[src/rtl/i2s_out_sequencer.sv]
// Frame scheduler and stereo sample FIFO feeding the I2S DAC serializer.
// Issues one ser_start per FRAME_BCLKS cycles and flags underflow / late frames.
module i2s_out_sequencer #(
   parameter int DATA_WIDTH  = 24,
   parameter int FRAME_BCLKS = 64,
   parameter int FIFO_DEPTH  = 4,
   parameter int PRIME_LEVEL = 2
) (
   input  logic                          BCLK,
   input  logic                          reset_n,
   input  logic                          enable,
   input  logic                          clear_status,
   input  logic                          in_valid,
   output logic                          in_ready,
   input  logic [DATA_WIDTH-1:0]         in_left,
   input  logic [DATA_WIDTH-1:0]         in_right,
   output logic                          ser_start,
   output logic [DATA_WIDTH-1:0]         ser_left,
   output logic [DATA_WIDTH-1:0]         ser_right,
   input  logic                          ser_data_ready,
   output logic                          running,
   output logic [$clog2(FIFO_DEPTH):0]   fifo_level,
   output logic                          underflow,
   output logic [15:0]                   underflow_count,
   output logic                          frame_error
);

   localparam int PW = $clog2(FIFO_DEPTH);
   localparam int LW = PW + 1;
   localparam int CW = $clog2(FRAME_BCLKS);

   localparam logic [1:0] IDLE  = 2'd0;
   localparam logic [1:0] PRIME = 2'd1;
   localparam logic [1:0] RUN   = 2'd2;

   localparam logic [CW-1:0] LAST_CNT  = CW'(FRAME_BCLKS - 1);
   localparam logic [LW-1:0] DEPTH_LVL = LW'(FIFO_DEPTH);
   localparam logic [LW-1:0] PRIME_LVL = LW'(PRIME_LEVEL);

   logic [1:0]            state, state_nxt;
   logic [CW-1:0]         frame_cnt, frame_cnt_nxt;
   logic                  launch, wrap, fifo_empty;
   logic                  push, pop, underflow_evt, frame_err_evt;
   logic [PW-1:0]         wr_ptr, rd_ptr;
   logic [DATA_WIDTH-1:0] mem_l [FIFO_DEPTH];
   logic [DATA_WIDTH-1:0] mem_r [FIFO_DEPTH];

   // Upstream handshake: a pair transfers on every rising BCLK where in_valid
   // and in_ready are both high; in_ready depends only on the registered level.
   assign in_ready   = (fifo_level < DEPTH_LVL);
   assign fifo_empty = (fifo_level == '0);
   assign push       = in_valid && in_ready;
   assign wrap       = (state == RUN) && (frame_cnt == LAST_CNT);

   always_comb begin
      state_nxt     = state;
      frame_cnt_nxt = '0;
      launch        = 1'b0;
      case (state)
         IDLE: begin
            if (enable) state_nxt = PRIME;
         end
         PRIME: begin
            if (!enable) begin
               state_nxt = IDLE;
            end else if (fifo_level >= PRIME_LVL) begin
               state_nxt = RUN;
               launch    = 1'b1;
            end
         end
         RUN: begin
            // A disable is only honoured at the frame boundary so the serializer
            // always finishes the frame it was given.
            if (!wrap)       frame_cnt_nxt = frame_cnt + CW'(1);
            else if (enable) launch        = 1'b1;
            else             state_nxt     = IDLE;
         end
         default: state_nxt = IDLE;
      endcase
   end

   assign pop           = launch && !fifo_empty;
   assign underflow_evt = launch && fifo_empty;
   assign frame_err_evt = wrap && !ser_data_ready;

   always_ff @(posedge BCLK) begin
      if (!reset_n) begin
         state           <= IDLE;
         frame_cnt       <= '0;
         wr_ptr          <= '0;
         rd_ptr          <= '0;
         fifo_level      <= '0;
         ser_start       <= 1'b0;
         ser_left        <= '0;
         ser_right       <= '0;
         running         <= 1'b0;
         underflow       <= 1'b0;
         underflow_count <= '0;
         frame_error     <= 1'b0;
      end else begin
         state     <= state_nxt;
         frame_cnt <= frame_cnt_nxt;
         ser_start <= launch;
         running   <= (state_nxt == RUN);

         if (push) wr_ptr <= wr_ptr + PW'(1);
         if (pop)  rd_ptr <= rd_ptr + PW'(1);
         if (push && !pop)      fifo_level <= fifo_level + LW'(1);
         else if (pop && !push) fifo_level <= fifo_level - LW'(1);

         if (launch) begin
            ser_left  <= pop ? mem_l[rd_ptr] : '0;
            ser_right <= pop ? mem_r[rd_ptr] : '0;
         end

         // A fresh event outranks a simultaneous clear.
         if (underflow_evt) begin
            underflow <= 1'b1;
            if (clear_status)                     underflow_count <= 16'd1;
            else if (underflow_count != 16'hFFFF) underflow_count <= underflow_count + 16'd1;
         end else if (clear_status) begin
            underflow       <= 1'b0;
            underflow_count <= '0;
         end

         if (frame_err_evt)     frame_error <= 1'b1;
         else if (clear_status) frame_error <= 1'b0;
      end
   end

   always_ff @(posedge BCLK) begin
      if (push) begin
         mem_l[wr_ptr] <= in_left;
         mem_r[wr_ptr] <= in_right;
      end
   end

endmodule

[config.mk]
export PLATFORM = sky130hd
export DESIGN_NAME = i2s_out_sequencer
export DESIGN_NICKNAME = d
export VERILOG_FILES = /design/src/rtl/i2s_out_sequencer.sv
export SDC_FILE = /design/constraint.sdc
export NUM_CORES = 1
export LEC_CHECK = 0
export ABC_AREA = 1
export CELL_PAD_IN_SITES_DETAIL_PLACEMENT = 0
export CELL_PAD_IN_SITES_GLOBAL_PLACEMENT = 2
export CORE_UTILIZATION = 33
export DETAILED_ROUTE_END_ITERATION = 7
export PLACE_DENSITY = 0.84
export SLEW_MARGIN = 20
export SYNTH_ARGS = -nofsm -noshare
export SYNTH_HDL_FRONTEND = slang
export SYNTH_SLANG_ARGS = --single-unit
[constraint.sdc]
create_clock -name BCLK -period 4.5 [get_ports BCLK]
set_input_delay 0.9 -clock BCLK [delete_from_list [all_inputs] [get_ports BCLK]]
set_output_delay 0.9 -clock BCLK [all_outputs]
set_load 0.005 [all_outputs]
==> key figures <==
Run status
  • Outcome: complete, no violations

CTS
  • CTS buffer count: 31
  • Clk_lat worst skew: 0.57 ns
  • Hold Buf Count CTS: 0
  • CTS tree: built
  • Clock Path Buffers: 3
  • H-tree depth: 1
  • Post-CTS setup buffers: 0
  • Clock Tree Root: clkbuf_16
  • Sinks on Clock Net: 277
  • Reg clk slew, reported paths: 0.05 ns
  • Cts repair resizes: 0

Layout
  • Share of cells above drive strength 1: 8.503%
  • Post-layout nets: 1171
  • Area Growth Syn to Fin: 25.27%
  • Post-Layout Cell Count: 1571
  • # fillers: 3082
  • Ant diodes: 0

Setup path
  • Worst r2r src: state[0]$_SDFF_PN0_
  • Critical Path Max Stage Delay: 0.75 ns
  • R2R cell count: 10
  • CP max FO: 25
  • Setup crit end: mem_l[1][16]$_DFFE_PP_
  • Critical path cell sequence: clkdlybuf4s50_1 > nand2_1 > nor2_4 > buf_4
  • Worst EP required: 4.75 ns
  • Worst path arrival time: 2.81 ns
  • CP Class: input port to flop
  • Slowest CP cell: nor2_4
  • Worst Setup End Kind: flop
  • CP Launch Point: in_valid
  • R2R Path End: ser_right[4]$_SDFFE_PN0P_
  • Reg2reg setup slack: 2.10 ns
  • Critical Path Source Type: input port

Timing
  • F_max: 390.6 MHz
  • Setup TNS Final: 0 ns
  • Final number of setup-violating endpoints: 0
  • Skew final: 0.02202 ns
  • Pins Over Slew Limit: 0
  • Final min period: 2.560 ns
  • Unrepaired setup endpoints after global routing: false
  • Relative slew slack: 30.96%
  • Final hold violation count: 0
  • Fin crit share: 56.89%
  • Worst-margin pin slew: 1.032 ns

Die
  • Die footprint: 33760 sq um
  • Die width: 183.7 um
  • Rows: 66
  • Core box area: 32540 sq um
  • Initial Util: 33.50%
  • Die Y: 183.7 um
  • Ports: 126

Route
  • DR vias: 7386
  • Vias per cell: 4.701
  • DRT Pass-1 Iters: 4
  • Initial DRC count: 431
  • Final WL: 24620 um
  • Post-route ant nets: 0
  • Drt drc: 0
  • DR WL/cell: 15.67 um

Flow run
  • Max-Cap Viols: 0

Worst hold path
  • Worst hold path class: flop to flop
  • Hold Crit Depth: 1

Logic synthesis
  • Synth area leaders: edfxtp_1 53%, dfxtp_1 16%, nor2_1 6.4%
  • Synth warn: 0
  • Yosys reg bits: 277
  • Post-Syn Nets: 1052
  • Synthesized area per cell: 11.05 sq um
  • Synth area leader: edfxtp_1
  • Seq/Total Area, Yosys: 68.51%
  • Yosys top cell area share: 52.90%
  • Post-synth cell types: 37
  • Synth Instances: 986
  • Mapped cell area: 10900 sq um

Place
  • DP HPWL: 15280 um
  • I/O Buffers: 125
  • GPL Wtd Cong: 0.7616
  • Placed cells: 1514

Global route
  • First-pass GRT wire length: 38940 um
  • Initial antenna violation count: 0
  • Pin count of the biggest net entering global routing: 97
  • GRT Util Overall: 14.67%
  • Grt total ovfl: 0
  • Vias in the first global route: 7165

Power
  • Leakage: 4.523 nW
  • VDD IR-drop max: 0.3076 mV
  • PwrDens: 441.8 nW/um^2
state kept, by name, summed over array words and instances (netlist names), named ones only:
name / flops
running: 1
underflow_count: 16
mem_l: 96
frame_cnt: 6
ser_left: 24
rd_ptr: 2
fifo_level: 3
state: 2
frame_error: 1
ser_start: 1
underflow: 1
ser_right: 24
wr_ptr: 2
mem_r: 96
metal layers:
layer	global-route usage, %	vias to the layer above	wire length (um)
li1	-	3664	-
met1	19.42	3553	11480
met2	24.94	139	11770
met3	2.318	30	940
met4	3.833	0	438
met5	0	-	0
through the flow:
step / utilization [%] / setup WS (ns) / area, sq um / hold slack (ns) / power (mW)
after floorplan: - / 0.9622 / 10900 / 0.4175 / 3.275
after global placement: 38.74 / 1.297 / 12610 / 0.4282 / 3.503
after detailed placement: 38.74 / 1.272 / 12610 / 0.4402 / 3.511
after CTS: 41.96 / 1.882 / 13650 / 0.4493 / 6.100
after global routing: 41.96 / 1.768 / 13650 / 0.4806 / 6.262
final: 41.96 / 1.940 / 13650 / 0.4507 / 6.033
Yosys cell counts:
master,n
nand4_1,7
a31oi_1,1
clkbuf_1,32
inv_1,44
nor2_1,187
nand3_2,1
nor3b_1,1
nor2_4,1
and2_1,1
buf_4,5
a21oi_1,60
nand2_2,11
nor2_2,3
o21bai_1,1
buf_12,1
inv_2,2
xor2_1,5
fa_1,1
clkbuf_2,1
xnor2_1,2
o21ai_1,16
dfxtp_1,85
nand2_4,1
buf_1,1
clkinv_1,3
buf_2,11
nand3_1,23
o32ai_1,48
a21oi_2,10
edfxtp_1,192
nand3_4,1
or2_2,1
nor3_1,1
a2bb2oi_1,1
o21ai_0,40
nand2_1,174
ha_1,11
worst max-delay path, delay by kind of cell:
kind	cells	cell delay, ns
simple gates	2	1.06
buf+inv	2	0.84
cell families after synthesis:
logic type	share of synthesized area [%]
flip-flops	68.51
AND/OR/NAND/NOR	15.38
buffers and inverters	3.903
AO/OA/AOI/OAI	10.19
XOR/XNOR	0.5625
adder cells (fa/ha/maj)	1.446
worst min-delay path by stage:
stage                                     startpoint                    endpoint
after floorplan              frame_cnt[0]$_SDFF_PP0_     frame_cnt[0]$_SDFF_PP0_
after global placement       frame_cnt[0]$_SDFF_PP0_     frame_cnt[0]$_SDFF_PP0_
after detailed placement     frame_cnt[0]$_SDFF_PP0_     frame_cnt[0]$_SDFF_PP0_
after CTS                    frame_cnt[0]$_SDFF_PP0_     frame_cnt[0]$_SDFF_PP0_
after global routing      ser_right[13]$_SDFFE_PN0P_  ser_right[13]$_SDFFE_PN0P_
final                        frame_cnt[0]$_SDFF_PP0_     frame_cnt[0]$_SDFF_PP0_
layout by cell type, fill, tap and decap left out, types with 2 or more instances in the layout:
master             n
xor2_1             5
nand3_1           23
nand2_2           12
nor2_4             5
o21ai_1           16
inv_1             43
edfxtp_1         192
clkdlybuf4s50_1  125
a21oi_1           60
o32ai_1           48
nand4_1            7
bufinv_16          5
nor2_2             3
dfxtp_4            2
clkbuf_16         31
nand2_1          173
xnor2_1            2
buf_4             11
clkbuf_1           7
inv_2              3
ha_1              11
clkinv_2           3
clkinvlp_4         3
nor2_1           183
o21ai_0           40
clkinv_1           8
dfxtp_1           83
a21oi_2           10
power breakdown:
group          total [mW]  internal [mW]  switching [mW]
sequential           2.94           2.89          0.0504
combinational       0.505          0.192           0.314
clock                2.58           1.56            1.03
cell type report:
type                       instances  area, sq um  area share [%]
timing repair buffer             137         1354           9.916
clock buffer                      38        802.0           5.874
clock inverter                    19        245.2           1.796
inverter                          49        185.2           1.356
tap                              442        553.0           4.051
multi-input combinational        609         3039           22.26
sequential                       277         7475           54.75
(Power assumes the default switching activity.)
